[src/rtl/io_mmio_fifo_if.sv]
`default_nettype none
// ============================================================================
// Module  : io_mmio_fifo_if
// Purpose : CPU MMIO load/store port plus UART TX/RX byte handshakes.
// Revision: 1.0
// ============================================================================
interface io_mmio_fifo_if #(
  parameter int DATA_W = 8
);
  logic [31:0]       addr;
  logic              wr_en;
  logic [31:0]       wr_data;
  logic              rd_en;
  logic [31:0]       rd_data;
  logic              io_sel;
  logic              instr_retire;
  logic [DATA_W-1:0] uart_tx_data;
  logic              uart_tx_valid;
  logic              uart_tx_ready;
  logic [DATA_W-1:0] uart_rx_data;
  logic              uart_rx_valid;
  logic              uart_rx_ready;

  // master = CPU core plus UART side; slave = the MMIO FIFO block
  modport master (
    output addr, wr_en, wr_data, rd_en, instr_retire,
    output uart_tx_ready, uart_rx_data, uart_rx_valid,
    input  rd_data, io_sel, uart_tx_data, uart_tx_valid, uart_rx_ready
  );

  modport slave (
    input  addr, wr_en, wr_data, rd_en, instr_retire,
    input  uart_tx_ready, uart_rx_data, uart_rx_valid,
    output rd_data, io_sel, uart_tx_data, uart_tx_valid, uart_rx_ready
  );
endinterface
`default_nettype wire

[src/rtl/io_mmio_fifo.sv]
`default_nettype none
// ============================================================================
// Module  : io_mmio_fifo
// Purpose : Memory-mapped UART TX/RX FIFOs with cycle and retire counters.
// Revision: 1.0
// ============================================================================
module io_mmio_fifo #(
  parameter int DATA_W   = 8,
  parameter int TX_DEPTH = 8,
  parameter int RX_DEPTH = 8
) (
  input  wire logic     clk,
  input  wire logic     rst,
  io_mmio_fifo_if.slave bus
);
  localparam int TX_AW = $clog2(TX_DEPTH);
  localparam int RX_AW = $clog2(RX_DEPTH);
  localparam int TX_CW = TX_AW + 1;
  localparam int RX_CW = RX_AW + 1;

  localparam logic [2:0] REG_RX_STAT   = 3'd0;
  localparam logic [2:0] REG_RX_DATA   = 3'd1;
  localparam logic [2:0] REG_TX_STAT   = 3'd2;
  localparam logic [2:0] REG_TX_DATA   = 3'd3;
  localparam logic [2:0] REG_CYCLE     = 3'd4;
  localparam logic [2:0] REG_INSTR     = 3'd5;
  localparam logic [2:0] REG_CLEAR     = 3'd6;
  localparam logic [2:0] REG_FIFO_STAT = 3'd7;

  logic [DATA_W-1:0] tx_mem [TX_DEPTH];
  logic [DATA_W-1:0] rx_mem [RX_DEPTH];
  logic [TX_AW-1:0]  tx_wptr, tx_rptr;
  logic [RX_AW-1:0]  rx_wptr, rx_rptr;
  logic [TX_CW-1:0]  tx_count;
  logic [RX_CW-1:0]  rx_count;
  logic [31:0]       cycle_cnt, instr_cnt;
  logic              tx_overflow, rx_underflow;

  logic [2:0]  reg_idx;
  logic        cpu_wr, cpu_rd;
  logic        tx_empty, tx_full, rx_empty, rx_full;
  logic        tx_push_req, tx_push, tx_pop, tx_ovf_evt;
  logic        rx_pop_req, rx_push, rx_pop, rx_unf_evt;
  logic        flag_clr, cnt_clr;
  logic [31:0] rd_mux;
  logic        unused_bits;

  assign reg_idx  = bus.addr[4:2];
  assign cpu_wr   = bus.wr_en & bus.addr[31];
  assign cpu_rd   = bus.rd_en & bus.addr[31];
  assign tx_empty = (tx_count == '0);
  assign tx_full  = (tx_count == TX_CW'(TX_DEPTH));
  assign rx_empty = (rx_count == '0);
  assign rx_full  = (rx_count == RX_CW'(RX_DEPTH));

  // A full TX FIFO still accepts a write when the UART drains a slot on the same edge
  assign tx_pop      = ~tx_empty & bus.uart_tx_ready;
  assign tx_push_req = cpu_wr & (reg_idx == REG_TX_DATA);
  assign tx_push     = tx_push_req & (~tx_full | tx_pop);
  assign tx_ovf_evt  = tx_push_req & tx_full & ~tx_pop;

  assign rx_push    = bus.uart_rx_valid & ~rx_full;
  assign rx_pop_req = cpu_rd & (reg_idx == REG_RX_DATA);
  assign rx_pop     = rx_pop_req & ~rx_empty;
  assign rx_unf_evt = rx_pop_req & rx_empty;

  assign flag_clr = cpu_wr & (reg_idx == REG_FIFO_STAT);
  assign cnt_clr  = cpu_wr & (reg_idx == REG_CLEAR);

  assign bus.io_sel        = bus.addr[31];
  assign bus.uart_tx_valid = ~tx_empty;
  assign bus.uart_tx_data  = tx_mem[tx_rptr];
  assign bus.uart_rx_ready = ~rx_full;
  assign bus.rd_data       = rd_mux;

  assign unused_bits = ^{bus.addr[30:5], bus.addr[1:0], bus.wr_data[31:DATA_W]};

  always_comb begin
    rd_mux = '0;
    if (bus.addr[31]) begin
      case (reg_idx)
        REG_RX_STAT:   rd_mux = {31'b0, ~rx_empty};
        REG_RX_DATA:   rd_mux = rx_empty ? '0 : 32'(rx_mem[rx_rptr]);
        REG_TX_STAT:   rd_mux = {31'b0, ~tx_full};
        REG_CYCLE:     rd_mux = cycle_cnt;
        REG_INSTR:     rd_mux = instr_cnt;
        REG_FIFO_STAT: rd_mux = {8'(rx_count), 8'(tx_count), 14'b0, rx_underflow, tx_overflow};
        default:       rd_mux = '0;
      endcase
    end
  end

  always_ff @(posedge clk) begin
    if (tx_push) tx_mem[tx_wptr] <= bus.wr_data[DATA_W-1:0];
    if (rx_push) rx_mem[rx_wptr] <= bus.uart_rx_data;
  end

  always_ff @(posedge clk or negedge rst) begin
    if (!rst) begin
      tx_wptr  <= '0;
      tx_rptr  <= '0;
      tx_count <= '0;
      rx_wptr  <= '0;
      rx_rptr  <= '0;
      rx_count <= '0;
    end else begin
      if (tx_push) tx_wptr <= tx_wptr + TX_AW'(1);
      if (tx_pop)  tx_rptr <= tx_rptr + TX_AW'(1);
      if (rx_push) rx_wptr <= rx_wptr + RX_AW'(1);
      if (rx_pop)  rx_rptr <= rx_rptr + RX_AW'(1);
      tx_count <= tx_count + TX_CW'(tx_push) - TX_CW'(tx_pop);
      rx_count <= rx_count + RX_CW'(rx_push) - RX_CW'(rx_pop);
    end
  end

  // A new event on the clearing edge wins so no overflow/underflow is lost
  always_ff @(posedge clk or negedge rst) begin
    if (!rst) begin
      tx_overflow  <= 1'b0;
      rx_underflow <= 1'b0;
      cycle_cnt    <= '0;
      instr_cnt    <= '0;
    end else begin
      tx_overflow  <= tx_ovf_evt | (tx_overflow & ~flag_clr);
      rx_underflow <= rx_unf_evt | (rx_underflow & ~flag_clr);
      if (cnt_clr) begin
        cycle_cnt <= '0;
        instr_cnt <= '0;
      end else begin
        cycle_cnt <= cycle_cnt + 32'd1;
        instr_cnt <= instr_cnt + 32'(bus.instr_retire);
      end
    end
  end
endmodule
`default_nettype wire

[src/flat_wrapper.sv]
// flat-port wrapper written by rule: the top's interface ports become plain ports
module io_mmio_fifo_flat 
#(
  parameter int DATA_W   = 8,
  parameter int TX_DEPTH = 8,
  parameter int RX_DEPTH = 8
)
  (clk, rst, bus_addr, bus_wr_en, bus_wr_data, bus_rd_en, bus_instr_retire, bus_uart_tx_ready, bus_uart_rx_data, bus_uart_rx_valid, bus_rd_data, bus_io_sel, bus_uart_tx_data, bus_uart_tx_valid, bus_uart_rx_ready);
  io_mmio_fifo_if #(.DATA_W(DATA_W)) bus_i ();
  input  wire logic clk;
  input  wire logic rst;
  input wire logic [$bits(bus_i.addr)-1:0] bus_addr;
  input wire logic [$bits(bus_i.wr_en)-1:0] bus_wr_en;
  input wire logic [$bits(bus_i.wr_data)-1:0] bus_wr_data;
  input wire logic [$bits(bus_i.rd_en)-1:0] bus_rd_en;
  input wire logic [$bits(bus_i.instr_retire)-1:0] bus_instr_retire;
  input wire logic [$bits(bus_i.uart_tx_ready)-1:0] bus_uart_tx_ready;
  input wire logic [$bits(bus_i.uart_rx_data)-1:0] bus_uart_rx_data;
  input wire logic [$bits(bus_i.uart_rx_valid)-1:0] bus_uart_rx_valid;
  output wire logic [$bits(bus_i.rd_data)-1:0] bus_rd_data;
  output wire logic [$bits(bus_i.io_sel)-1:0] bus_io_sel;
  output wire logic [$bits(bus_i.uart_tx_data)-1:0] bus_uart_tx_data;
  output wire logic [$bits(bus_i.uart_tx_valid)-1:0] bus_uart_tx_valid;
  output wire logic [$bits(bus_i.uart_rx_ready)-1:0] bus_uart_rx_ready;
  assign bus_i.addr = bus_addr;
  assign bus_i.wr_en = bus_wr_en;
  assign bus_i.wr_data = bus_wr_data;
  assign bus_i.rd_en = bus_rd_en;
  assign bus_i.instr_retire = bus_instr_retire;
  assign bus_i.uart_tx_ready = bus_uart_tx_ready;
  assign bus_i.uart_rx_data = bus_uart_rx_data;
  assign bus_i.uart_rx_valid = bus_uart_rx_valid;
  assign bus_rd_data = bus_i.rd_data;
  assign bus_io_sel = bus_i.io_sel;
  assign bus_uart_tx_data = bus_i.uart_tx_data;
  assign bus_uart_tx_valid = bus_i.uart_tx_valid;
  assign bus_uart_rx_ready = bus_i.uart_rx_ready;
  io_mmio_fifo #(.DATA_W(DATA_W), .TX_DEPTH(TX_DEPTH), .RX_DEPTH(RX_DEPTH)) u_core (.clk(clk), .rst(rst), .bus(bus_i));
endmodule
[config.mk]
export PLATFORM = sky130hd
export DESIGN_NAME = io_mmio_fifo_flat
export DESIGN_NICKNAME = d
export VERILOG_FILES = /design/src/rtl/io_mmio_fifo_if.sv /design/src/rtl/io_mmio_fifo.sv /design/src/flat_wrapper.sv
export SDC_FILE = /design/constraint.sdc
export NUM_CORES = 1
export LEC_CHECK = 0
export BUFFER_PORTS_ARGS = -buffer_cell sky130_fd_sc_hd__buf_2
export CAP_MARGIN = 0
export CORE_ASPECT_RATIO = 0.5
export CORE_MARGIN = 2
export CORE_UTILIZATION = 25
export CTS_BUF_LIST = sky130_fd_sc_hd__clkbuf_2 sky130_fd_sc_hd__clkbuf_4 sky130_fd_sc_hd__clkbuf_8
export DETAILED_ROUTE_END_ITERATION = 8
export GPL_TIMING_DRIVEN = 0
export HOLD_SLACK_MARGIN = 0.08
export PLACE_DENSITY_LB_ADDON = 0.3
export SYNTH_ARGS = -nofsm -noshare
export SYNTH_HDL_FRONTEND = slang
export SYNTH_SLANG_ARGS = --single-unit
[constraint.sdc]
create_clock -name clk -period 2.8 [get_ports clk]
set_input_delay 0.14 -clock clk [delete_from_list [all_inputs] [get_ports clk]]
set_output_delay 0.14 -clock clk [all_outputs]
set_load 0.01 [all_outputs]
=== Word-level counts from Yosys, hierarchy flattened ===
Memory sizes are Yosys's and may differ from the RTL's.
Index checks and enable logic that the tools add are counted.
Widths: inputs -> output; s select.

* Bits in registers: 86
* RAM bits: 128
* Output and inout port bits: 43
* Memories kept: 2

* Add/sub/neg operators: 10
* Eq/ne operators: 9
* Muxes and demuxes: 9
* Bitwise operators: 24
* Reduce and logical (&&, ||, !) cells: 3

{| class="wikitable"
|+ Memories
! name !! depth !! width !! read ports !! clocked after memory_dff !! write ports !! RTL line !! RTL
|-
| u_core.rx_mem || 8 || 8 || 1 || 0 || 1 || io_mmio_fifo.sv:31 || <nowiki>logic [DATA_W-1:0] rx_mem [RX_DEPTH];</nowiki>
|-
| u_core.tx_mem || 8 || 8 || 1 || 0 || 1 || io_mmio_fifo.sv:30 || <nowiki>logic [DATA_W-1:0] tx_mem [TX_DEPTH];</nowiki>
|}

{| class="wikitable"
|+ Operator list
! cell !! count
|-
| $pmux 32 s6 || 1
|-
| $mux 32 || 3
|-
| $add 32x1->32 || 1
|-
| $add 32x1->32 const B || 1
|-
| $and 1x1->1 || 15
|-
| $add 3x1->3 const B || 4
|-
| $eq 3x3->1 const B || 4
|-
| $add 4x1->4 || 2
|-
| $eq 4x4->1 const B || 2
|-
| $logic_not 4->1 || 2
|-
| $mux 8 || 1
|-
| $sub 4x1->4 || 2
|-
| $eq 3x2->1 const B || 2
|-
| $not 1->1 || 6
|-
| $mux 1 || 4
|-
| $eq 3x1->1 const B || 1
|-
| $logic_not 3->1 || 1
|-
| $or 1x1->1 || 3
|}

=== Longest topological paths before layout ===
Gate-level depths: netlist (run 1).

* Word-level depth: 7
* Mapped depth: 11

=== Least setup slack after synthesis (run 1) ===
OpenSTA, ideal clock, no wires.

* Path kind: flip-flop to flip-flop
* Start: register u_core.tx_count[2]
* End: memory u_core.tx_mem[3][0], enable pin
* Data arrival time: 2.202 ns
* Setup slack: 0.213 ns
* Cell stages (with the launch flop): 7
* Path buffers: 0
* Clock period less this slack: 2.587 ns
* Path through: dfrtp_1 > inv_1 > ha_1 > nand2b_1 > a211oi_1 > nand2_1 > nor3b_1

* Cells in the longest elaborated chain, start to end: 7
* Elaborated cells on any way between the ends: 9

{| class="wikitable"
|+ Ends and longest elaborated chain
! element !! RTL line !! RTL
|-
| start: declaration || io_mmio_fifo.sv:34 || <nowiki>logic [TX_CW-1:0] tx_count;</nowiki>
|-
| start signal: assignment || io_mmio_fifo.sv:111 || <nowiki>tx_count <= tx_count + TX_CW'(tx_push) - TX_CW'(tx_pop);</nowiki>
|-
| $logic_not 4->1 || io_mmio_fifo.sv:51 || <nowiki>assign tx_empty = (tx_count == '0);</nowiki>
|-
| $not 1->1 || io_mmio_fifo.sv:57 || <nowiki>assign tx_pop = ~tx_empty & bus.uart_tx_ready;</nowiki>
|-
| $and 1x1->1 || io_mmio_fifo.sv:57 ||
|-
| $or 1x1->1 * || io_mmio_fifo.sv:59 || <nowiki>assign tx_push = tx_push_req & (~tx_full | tx_pop);</nowiki>
|-
| $and 1x1->1 * || io_mmio_fifo.sv:59 ||
|-
| via u_core.tx_push || io_mmio_fifo.sv:42 || <nowiki>logic tx_push_req, tx_push, tx_pop, tx_ovf_evt;</nowiki>
|-
| $mux 1 * || io_mmio_fifo.sv:94 || <nowiki>if (tx_push) tx_mem[tx_wptr] <= bus.wr_data[DATA_W-1:0];</nowiki>
|-
| $mux 1 (not written as such) * || io_mmio_fifo.sv:94 ||
|-
| end: declaration || io_mmio_fifo.sv:30 ||
|}

The timed path passes the listed nets; every way through them passes the cells marked *.

=== Worst setup path in the final report (run 1) ===
* Start: register u_core.tx_rptr[1]
* End: output port bus_uart_tx_data[1]

* Cells in the longest elaborated chain, start to end: 1

{| class="wikitable"
|+ Ends and longest elaborated chain
! element !! RTL line !! RTL
|-
| start: declaration || io_mmio_fifo.sv:32 || <nowiki>logic [TX_AW-1:0] tx_wptr, tx_rptr;</nowiki>
|-
| start signal: assignment || io_mmio_fifo.sv:108 || <nowiki>if (tx_pop) tx_rptr <= tx_rptr + TX_AW'(1);</nowiki>
|-
| $mem_v2 8x8 || -- ||
|-
| end: declaration || flat_wrapper.sv:22 || <nowiki>output wire logic [$bits(bus_i.uart_tx_data)-1:0] bus_uart_tx_data;</nowiki>
|}

Every way passes these cells.

==> flow_metrics.env, run 1 <==
export IMPL_cts_sinks=214
export IMPL_synthXorXnorAreaFrac_pct=3.16
export IMPL_start_util_pct=25.5
export IMPL_synth_warnings=0
export IMPL_detail_route_wirelength_mm=24.8
export IMPL_synth_adder_area_share_pct=2.78
export IMPL_cts_max_path_buffers=3
export IMPL_yosys_area_top_type="edfxtp_1"
export IMPL_async_reset_ff_share_pct=40.2
export IMPL_synth_flop_cell="edfxtp_1"
export IMPL_ys_ff_latch=214
export IMPL_synth_compound_area_share_pct=6.16
export IMPL_grt_pass1_wl_mm=39.4
export IMPL_core_rowCount=51
export IMPL_run_status="finished, final reports clean"
export IMPL_synth_top_family_by_area="simple AND/OR/NAND/NOR gates"
export IMPL_netlist_instances=757
export IMPL_grt_pass1_vias=7204
export IMPL_area_growth_pct=21.9
export IMPL_fin_area_um2=12200
export IMPL_end_kind="output port"
export IMPL_chipHeight_um=145
export IMPL_clock_skew_ns=0.0299
export IMPL_crit_type="reg -> out"
export IMPL_via_per_inst=4.69
export IMPL_rsz0062_at_grt="no"
export IMPL_slew_headroom_pct=38.7
export IMPL_netlist_area_um2=9990
export IMPL_antenna_found_initial=0
export IMPL_hold_path_class="in -> reg"
export IMPL_dieArea_um2=41700
export IMPL_critical_path_slowest_cell="clkbuf_1"
export IMPL_cts_inserted_buffers=36
export IMPL_min_period_ns=2.65
export IMPL_cpPeakStageDelay_ns=0.45
export IMPL_drive_gt1_share_pct=22.9
export IMPL_globalplace_congestion=0.787
export IMPL_synth_fp_nets=857
export IMPL_drc=0
export IMPL_synth_distinct_cells=44
export IMPL_leakagePower_uw=0.00445
export IMPL_ys_seq_area_share_pct=60.0
export IMPL_finalHoldViolations=0
export IMPL_cts_htree_levels=2
export IMPL_cp_common_cell="buf_2"
export IMPL_dp_hpwl_mm=17.0
export IMPL_drv_cap=0
export IMPL_grt_usage_pct=12.1
export IMPL_detail_route_antenna_nets=0
export IMPL_ios=122
export IMPL_vias=6786
export IMPL_synth_simple_area_share_pct=12.6
export IMPL_max_slew_worst_pin_slew_ns=0.914
export IMPL_cts_root_buf="clkbuf_8"
export IMPL_grt_max_degree=50
export IMPL_p_per_area_nw_per_um2=788
export IMPL_worstPathRequired_ns=2.66
export IMPL_fmax_ghz=0.377
export IMPL_drt_first_pass_iters=5
export IMPL_ys_top_cells_by_area="edfxtp_1, dfrtp_1, mux4_2, mux2i_1, ha_1"
export IMPL_nNetsFinal=994
export IMPL_drv_slew=0
export IMPL_worstPathArrival_ns=2.51
export IMPL_clk_latency_ns=0.54
export IMPL_synth_edf_count=128
export IMPL_start_kind="flip-flop"
export IMPL_dieWidth_um=287
export IMPL_critPathBufInv=3
export IMPL_wl_per_cell_um=17.1
export IMPL_syn_area_per_cell_um2=13.2
export IMPL_drtIter0Drc=390
export IMPL_synth_most_common_cell="edfxtp_1"
export IMPL_post_route_period_util_pct=94.8
export IMPL_path_clk_slew_ns=0.06
export IMPL_finalSetupTns_ns=0
export IMPL_final_util_pct=31.1
export IMPL_synth_area_mux_share_pct=12.6
export IMPL_n_antenna_cell=0
export IMPL_cp_max_fo=10
export IMPL_cts_tree="built"
export IMPL_coreArea_um2=39100
export IMPL_critical_path_cell_chain="clkbuf_1, buf_2, mux4_2, mux2_2, buf_2"
export IMPL_cpLargestDelayFamily="buffers and inverters"
export IMPL_synthTopCellsByCount="edfxtp_1, dfrtp_1, nor2_1"
export IMPL_setup_viol=0
export IMPL_port_buffers=68
export IMPL_synth_top_area_share_pct=38.5
export IMPL_peakVddDrop_uv=318
export IMPL_grt_overflow=0
export IMPL_place_area_um2=11100
-- logic make-up after synthesis --
logic type	after synthesis
AO/OA/AOI/OAI	100
XOR/XNOR	36
adder cells (fa/ha/maj)	21
buffers and inverters	67
flip-flops	214
multiplexers	83
AND/OR/NAND/NOR	236
-- placed cells by master, fill, tap and decap left out, drive strengths merged, types with 24 or more instances in the layout --
master  Yosys  layout
edfxtp    128     128
buf        12      88
dfrtp      86      86
clkbuf     32      79
nor2       59      59
a21oi      38      38
nand2      38      38
mux2i      32      32
mux4       32      32
or4        27      27
nand3      24      24
inv        23      24
-- flip-flops by register name, indices dropped and copies added (netlist names) --
| signal | count |
|---|---|
| u_core.tx_rptr | 3 |
| u_core.rx_wptr | 3 |
| u_core.instr_cnt | 32 |
| u_core.tx_mem | 64 |
| u_core.rx_rptr | 3 |
| u_core.rx_count | 4 |
| u_core.tx_count | 4 |
| u_core.tx_wptr | 3 |
| u_core.cycle_cnt | 32 |
| u_core.rx_mem | 64 |
| u_core.tx_overflow | 1 |
| u_core.rx_underflow | 1 |
-- path summary, 6_finish.rpt --
path	from	endpoint	slack, ns	depth (start not counted)
worst max-delay path	u_core.tx_rptr[1]$_DFFE_PN0N_	bus_uart_tx_data[1]	0.15	5
worst min-delay path	bus_addr[4]	u_core.rx_rptr[2]$_DFFE_PN0P_	0.12	5
worst max register to register	u_core.rx_count[2]$_DFF_PN0_	u_core.rx_mem[7][1]$_DFFE_PP_	0.18	7
worst min register to register	u_core.tx_wptr[0]$_DFFE_PN0P_	u_core.tx_wptr[0]$_DFFE_PN0P_	0.52	1
max in group asynchronous	rst	u_core.instr_cnt[15]$_DFF_PN0_	2.03	3
min in group asynchronous	rst	u_core.instr_cnt[27]$_DFF_PN0_	0.14	2
-- per-layer routing --
metal	track usage [%]	share of wire, %	up-vias
li1	-	-	3152
met1	15.1	43	3395
met2	20.6	50	183
met3	2.34	4.9	56
met4	4.82	2.9	0
met5	0	0	-
-- power breakdown --
group	switching (uW)	internal (uW)	total, uW
sequential	394	3820	4220
clock	1270	1480	2750
combinational	1380	1250	2630
total	3050	6550	9600
-- layout make-up --
cell class | instances | area [um2]
clock inverter | 15 | 108
clock buffer | 47 | 591
inverter | 23 | 86.3
sequential | 214 | 6000
multi-input combinational | 476 | 3820
timing repair buffer | 99 | 716
buffer | 44 | 196
fill | 3924 | 26900
tap | 530 | 663
-- repair_timing --
| item | 4_1_cts | 5_1_grt |
|---|---|---|
| setup endpoints to repair | 80 | 78 |
| hold buffers | 23 | 0 |
| gates cloned | 0 | 0 |
| pin swaps | 0 | 3 |
| buffers inserted | 0 | 7 |
| gates resized for setup | 16 | 4 |
| endpoints found under the hold margin | 224 | 0 |
-- tightest hold or removal path, cell delays in order --
cell and delay (ns):
buf_2 0.10, or3b_2 0.13, a211oi_1 0.10, nand2_1 0.10, xnor2_1 0.06
-- per-stage QoR --
stage	hold WS (ns)	total power, uW	std cells	setup WS [ns]
final	0.119	9600	1448	0.146
after global routing	0.112	10200	1448	0.00476
after CTS	0.0873	9740	1441	0.00310
after floorplan	-0.156	5990	757	0.213
after detailed placement	0.159	6860	1356	-0.471
after global placement	0.402	6760	1355	-0.889
(Power assumes the default switching activity.)
==> run 2: changes to the inputs <==
--- a/config.mk
+++ b/config.mk
@@ -5,6 +5,7 @@
 export SDC_FILE = /design/constraint.sdc
 export NUM_CORES = 1
 export LEC_CHECK = 0
+export ABC_AREA = 1
 export BUFFER_PORTS_ARGS = -buffer_cell sky130_fd_sc_hd__buf_2
 export CAP_MARGIN = 0
 export CORE_ASPECT_RATIO = 0.5
@@ -14,7 +15,6 @@
 export DETAILED_ROUTE_END_ITERATION = 8
 export GPL_TIMING_DRIVEN = 0
 export HOLD_SLACK_MARGIN = 0.08
-export PLACE_DENSITY_LB_ADDON = 0.3
 export SYNTH_ARGS = -nofsm -noshare
 export SYNTH_HDL_FRONTEND = slang
 export SYNTH_SLANG_ARGS = --single-unit
==> flow_metrics.env, run 2 <==
export IMPL_run_status="finished, final reports clean"
export IMPL_synth_distinct_cells=42
export IMPL_timing_hold_ws_ns=0.163
export IMPL_p_per_area_nw_per_um2=793
export IMPL_async_reset_ff_share_pct=40.2
export IMPL_min_period_ns=2.65
export IMPL_ys_ff_latch=214
export IMPL_worstPathArrival_ns=2.51
export IMPL_critical_path_slowest_cell="nor2_1"
export IMPL_start_kind="flip-flop"
export IMPL_drive_gt1_share_pct=14.2
export IMPL_swShare_pct=37.0
export IMPL_regArea_um2=6000
export IMPL_p_clk_share_pct=26.9
export IMPL_cts_inserted_buffers=36
export IMPL_place_area_um2=11700
export IMPL_port_buffers=69
export IMPL_detail_route_wirelength_mm=28.0
export IMPL_cts_max_path_buffers=3
export IMPL_cts_root_buf="clkbuf_8"
export IMPL_layout_commonest_cell="nand2_1"
export IMPL_clk_latency_ns=0.55
export IMPL_slew_headroom_pct=43.8
export IMPL_drv_slew=0
export IMPL_biggestRegsByFlops="u_core.rx_mem (64), u_core.tx_mem (64)"
export IMPL_p_int_uw=6320
export IMPL_finalHoldViolations=0
export IMPL_clock_skew_ns=0.0291
export IMPL_chipHeight_um=150
export IMPL_max_slew_worst_pin_slew_ns=0.840
export IMPL_drv_cap=0
export IMPL_multiInputGateArea_um2=4000
export IMPL_synth_warnings=0
export IMPL_worstPathRequired_ns=2.66
export IMPL_drtIter0Drc=522
export IMPL_globalplace_congestion=0.908
export IMPL_synthTopCellsByCount="nand2_1, nor2_1, edfxtp_1"
export IMPL_nNetsFinal=1429
export IMPL_rsz0062_at_grt="yes"
export IMPL_cts_sinks=214
export IMPL_power_switching_uw=3710
export IMPL_grt_overflow=0
export IMPL_netlist_area_um2=10600
export IMPL_cts_htree_levels=2
export IMPL_combPwrFrac_pct=30.9
export IMPL_netlist_instances=1197
export IMPL_syn_area_per_cell_um2=8.87
export IMPL_synth_most_common_cell="nand2_1"
export IMPL_critical_path_cell_chain="inv_1, ha_1, nor3b_1, nor2_1, nand3_1, a21oi_1, buf_2"
export IMPL_dp_hpwl_mm=20.3
export IMPL_ys_seq_area_share_pct=56.5
export IMPL_grt_pass1_vias=8139
export IMPL_drc=0
export IMPL_peakVddDrop_uv=352
export IMPL_critPathBufInv=2
export IMPL_setup_viol=0
export IMPL_hold_start="bus_addr[2]"
export IMPL_post_route_period_util_pct=94.7
export IMPL_n_antenna_cell=0
export IMPL_hold_path_class="in -> reg"
export IMPL_drt_first_pass_iters=5
export IMPL_final_cell_mix="nand2_1, nor2_1, edfxtp_1"
export IMPL_finalSetupTns_ns=0
export IMPL_leakagePower_uw=0.00504
export IMPL_start_util_pct=25.3
export IMPL_grt_pass1_wl_mm=44.1
export IMPL_fmax_ghz=0.377
export IMPL_fin_area_um2=12700
export IMPL_area_growth_pct=19.2
export IMPL_detail_route_antenna_nets=0
export IMPL_synth_fp_nets=1297
export IMPL_wl_per_cell_um=14.5
export IMPL_ys_top_cells_by_area="edfxtp_1, dfrtp_1, nand2_1, nor2_1, inv_1"
export IMPL_dieArea_um2=44200
export IMPL_vias=8430
export IMPL_via_per_inst=4.36
export IMPL_cpPeakStageDelay_ns=0.49
export IMPL_end_kind="output port"
export IMPL_synth_flop_cell="edfxtp_1"
export IMPL_seqPwrFrac_pct=42.2
export IMPL_synth_edf_count=128
export IMPL_crit_type="reg -> out"
export IMPL_dieWidth_um=295
export IMPL_core_rowCount=53
export IMPL_r2r_start="u_core.rx_count[2]$_DFF_PN0_"
export IMPL_crit_start="u_core.rx_count[2]$_DFF_PN0_"
export IMPL_cts_tree="built"
export IMPL_coreArea_um2=41900
export IMPL_synth_top_area_share_pct=36.2
export IMPL_path_clk_slew_ns=0.06
export IMPL_cpLargestDelayFamily="simple AND/OR/NAND/NOR gates"
export IMPL_yosys_area_top_type="edfxtp_1"
export IMPL_cts_setup_buffers=0
export IMPL_ios=122
export IMPL_fill_cells=4452
export IMPL_antenna_found_initial=0
export IMPL_cp_max_fo=7
export IMPL_grt_max_degree=50
export IMPL_grt_usage_pct=12.7
==> run 2: changes by cell type in the layout (fill, tap and decap cells not counted), moves of 19 or more <==
cell,change
or4_1,-27
inv_1,+94
nor2_1,+175
nand2_1,+217
o31ai_1,-22
o21ai_0,+61
nand3_1,+37
mux2_2,-19
mux2i_1,-32
mux4_2,-32
==> run 2: path summary, 6_finish.rpt <==
path | cells after the start | slack (ns) | to
min in group asynchronous | 2 | 0.18 | u_core.instr_cnt[8]$_DFF_PN0_
max reg2reg | 12 | 0.25 | u_core.rx_count[2]$_DFF_PN0_
min | 5 | 0.16 | u_core.rx_rptr[0]$_DFFE_PN0P_
max | 7 | 0.15 | bus_rd_data[1]
max in group asynchronous | 3 | 1.92 | u_core.cycle_cnt[13]$_DFF_PN0_
min reg2reg | 1 | 0.52 | u_core.cycle_cnt[0]$_DFF_PN0_
==> run 2: cells by family (layout without fill, tap and decap cells) <==
| group | count (synthesis) | in the layout | synth area share, % |
|---|---|---|---|
| simple gates | 618 | 618 | 24.5 |
| flops | 214 | 214 | 56.5 |
| xor+xnor | 17 | 17 | 1.40 |
| fa+ha+maj | 21 | 21 | 2.62 |
| compound gates | 164 | 164 | 8.88 |
| buf+inv | 163 | 321 | 6.13 |
==> run 2: power by group through the flow <==
stage,sequential [uW],combinational (uW),clock [uW]
3_3_place_gp,4280,3040,0
2_1_floorplan,4170,2160,0
3_5_place_dp,4280,3090,0
4_1_cts,4230,3140,2770
5_1_grt,4300,3530,2910
6_report,4240,3100,2700
==> run 2: what timing repair did <==
item / 4_1_cts / 5_1_grt
hold endpoints to repair: 187 / 0
hold buffers: 24 / 0
gates resized for setup: 5 / 1
endpoints found under the setup margin: 35 / 9
==> run 2: metrics by stage <==
step                      worst slack, ns  total power [uW]  cells  utilization [%]
after floorplan                     0.539              6330   1197                -
after global placement            -0.0659              7310   1843             27.9
after detailed placement          -0.0830              7370   1844             27.9
after CTS                         0.00720             10100   1932             30.2
after global routing             -0.00761             10700   1932             30.2
final                               0.148             10000   1932             30.2
==> run 2: metal layers <==
| layer | part of all wire [%] | track usage [%] | up-vias |
|---|---|---|---|
| met3 | 4.2 | 2.18 | 48 |
| met5 | 0 | 0 | - |
| met4 | 2.4 | 4.44 | 0 |
| met2 | 49 | 21.7 | 170 |
| met1 | 45 | 16.4 | 3973 |
| li1 | - | - | 4239 |
==> run 2: worst register-to-register path: cells and delay by family, from the launching register on <==
family                   cells  cell delay [ns]
flip-flops                   1             0.40
adder cells (fa/ha/maj)      4             1.00
buffers and inverters        5             0.37
AND/OR/NAND/NOR              2             0.54
XOR/XNOR                     1             0.14
==> run 2: layout make-up <==
| class | instances | area share, % |
|---|---|---|
| sequential | 214 | 47.4 |
| multi-input combinational | 820 | 31.6 |
| tap | 577 | 5.71 |
| clock buffer | 51 | 4.86 |
| timing repair buffer | 94 | 4.81 |
| inverter | 128 | 3.80 |
| buffer | 35 | 1.34 |
| clock inverter | 13 | 0.504 |
==> run 3: changes to the inputs <==
==> constraint.sdc (replaced) <==
create_clock -name clk -period 3.3 [get_ports clk]
set_input_delay 0.165 -clock clk [delete_from_list [all_inputs] [get_ports clk]]
set_output_delay 0.165 -clock clk [all_outputs]
set_load 0.01 [all_outputs]
==> flow_metrics.env, run 3 (synthesis results as in run 2) <==
export IMPL_cts_hold_buf=23
export IMPL_clk_latency_ns=0.54
export IMPL_post_route_period_util_pct=85.6
export IMPL_peakVddDrop_uv=298
export IMPL_layout_commonest_cell="nand2_1"
export IMPL_critical_path_slowest_cell="nor3_1"
export IMPL_wl_per_cell_um=14.5
export IMPL_crit_type="reg -> reg"
export IMPL_dieWidth_um=295
export IMPL_grt_max_degree=50
export IMPL_dp_hpwl_mm=20.3
export IMPL_p_per_area_nw_per_um2=673
export IMPL_via_per_inst=4.38
export IMPL_place_area_um2=11700
export IMPL_area_growth_pct=19.0
export IMPL_cts_setup_buffers=0
export IMPL_start_kind="flip-flop"
export IMPL_cp_max_fo=8
export IMPL_cpLargestDelayFamily="simple AND/OR/NAND/NOR gates"
export IMPL_fin_area_um2=12600
export IMPL_chipHeight_um=150
export IMPL_min_period_ns=2.83
export IMPL_coreArea_um2=41900
export IMPL_fmax_ghz=0.354
export IMPL_worstPathRequired_ns=3.45
export IMPL_nNetsFinal=1429
export IMPL_cts_resized=0
export IMPL_grt_overflow=0
export IMPL_drv_slew=0
export IMPL_hold_path_class="in -> reg"
export IMPL_path_clk_slew_ns=0.07
export IMPL_dieArea_um2=44200
export IMPL_drv_cap=0
export IMPL_cts_tree="built"
export IMPL_antenna_found_initial=0
export IMPL_detail_route_wirelength_mm=27.9
export IMPL_max_slew_worst_pin_slew_ns=1.29
export IMPL_slew_headroom_pct=13.2
export IMPL_drt_first_pass_iters=6
export IMPL_cpPeakStageDelay_ns=1.01
export IMPL_ios=122
export IMPL_seqPwrFrac_pct=42.3
export IMPL_worstPathArrival_ns=2.97
export IMPL_cts_inserted_buffers=36
export IMPL_cts_sinks=214
export IMPL_finalHoldViolations=0
export IMPL_start_util_pct=25.3
export IMPL_port_buffers=69
export IMPL_globalplace_congestion=0.908
export IMPL_detail_route_antenna_nets=0
export IMPL_p_int_uw=5360
export IMPL_final_cell_mix="nand2_1, nor2_1, edfxtp_1"
export IMPL_vias=8468
export IMPL_critPathBufInv=1
export IMPL_biggestRegsByFlops="u_core.rx_mem (64), u_core.tx_mem (64)"
export IMPL_n_antenna_cell=0
export IMPL_clock_skew_ns=0.0284
export IMPL_p_clk_share_pct=26.9
export IMPL_leakagePower_uw=0.00503
export IMPL_core_rowCount=53
export IMPL_cts_htree_levels=2
export IMPL_end_kind="flip-flop"
export IMPL_finalSetupTns_ns=0
export IMPL_critical_path_cell_chain="inv_1, ha_1, nand3_1, nand2_1, a21boi_4, nand2_1, nor3_1"
export IMPL_combPwrFrac_pct=30.8
export IMPL_power_switching_uw=3130
export IMPL_cts_max_path_buffers=3
export IMPL_drc=0
export IMPL_run_status="finished, final reports clean"
export IMPL_setup_viol=0
export IMPL_grt_usage_pct=12.7
export IMPL_fill_cells=4455
export IMPL_cts_root_buf="clkbuf_8"
export IMPL_drive_gt1_share_pct=14.0
export IMPL_worst_slack_ns=0.475
export IMPL_grt_pass1_vias=8132
export IMPL_swShare_pct=36.9
export IMPL_drtIter0Drc=501
export IMPL_timing_hold_ws_ns=0.135
export IMPL_grt_pass1_wl_mm=44.0
export IMPL_pre_cts_ws_ns=0.417
export IMPL_rsz0062_at_grt="no"
export IMPL_cp_common_cell="nand2_1"
-- run 3: cell count changes in the layout (fill, tap and decap cells not counted) --
cell | before | now
dlygate4sd3_1 | 24 | 23
nor3_2 | 9 | 5
nor3_1 | 19 | 23
clkbuf_4 | 14 | 15
-- run 3: layer usage --
| metal | track usage [%] | up-vias | part of all wire [%] |
|---|---|---|---|
| li1 | - | 4250 | - |
| met1 | 16.3 | 4008 | 45 |
| met2 | 21.7 | 161 | 49 |
| met3 | 2.18 | 49 | 4.0 |
| met4 | 4.44 | 0 | 2.5 |
| met5 | 0 | - | 0 |
-- run 3: area by class of cell --
| type | count | area, um2 | area share, % |
|---|---|---|---|
| flip-flops and latches | 214 | 6000 | 47.5 |
| multi-input cells | 820 | 3980 | 31.5 |
| well taps | 577 | 722 | 5.72 |
| clock buffers | 51 | 614 | 4.86 |
| repair buffers | 94 | 606 | 4.79 |
| inverters | 128 | 480 | 3.80 |
| plain buffers | 35 | 170 | 1.35 |
| clock inverters | 13 | 63.8 | 0.505 |
-- run 3: worst paths after layout --
kind | start | endpoint | slack [ns] | depth (start not counted)
worst max-delay path | u_core.tx_count[2]$_DFF_PN0_ | u_core.tx_mem[3][7]$_DFFE_PP_ | 0.47 | 7
worst min-delay path | bus_addr[3] | u_core.tx_overflow$_DFF_PN0_ | 0.13 | 4
worst max register to register | u_core.tx_count[2]$_DFF_PN0_ | u_core.tx_mem[3][7]$_DFFE_PP_ | 0.47 | 7
worst min register to register | u_core.tx_overflow$_DFF_PN0_ | u_core.tx_overflow$_DFF_PN0_ | 0.51 | 1
max in group asynchronous | rst | u_core.tx_rptr[0]$_DFFE_PN0N_ | 2.40 | 3
min in group asynchronous | rst | u_core.instr_cnt[8]$_DFF_PN0_ | 0.20 | 2
-- run 3: power by group through the flow --
stage	logic [uW]	clock network, uW	registers (uW)
2_1_floorplan	1840	0	3540
3_3_place_gp	2580	0	3630
3_5_place_dp	2620	0	3630
4_1_cts	2650	2350	3580
5_1_grt	2980	2470	3640
6_report	2620	2290	3590
-- run 3: per-stage QoR --
stage	power, uW	util (%)	std cells
6_report	8500	30.1	1932
5_1_grt	9100	30.1	1932
4_1_cts	8590	30.1	1931
3_5_place_dp	6250	27.9	1844
3_3_place_gp	6200	27.9	1843
2_1_floorplan	5370	-	1197
-- run 3: worst min-delay path, delay by kind of cell --
kind	cells	cell delay (ns)
AOI/OAI and AO/OA	1	0.21
buffers and inverters	1	0.12
and+or+nand+nor	2	0.13
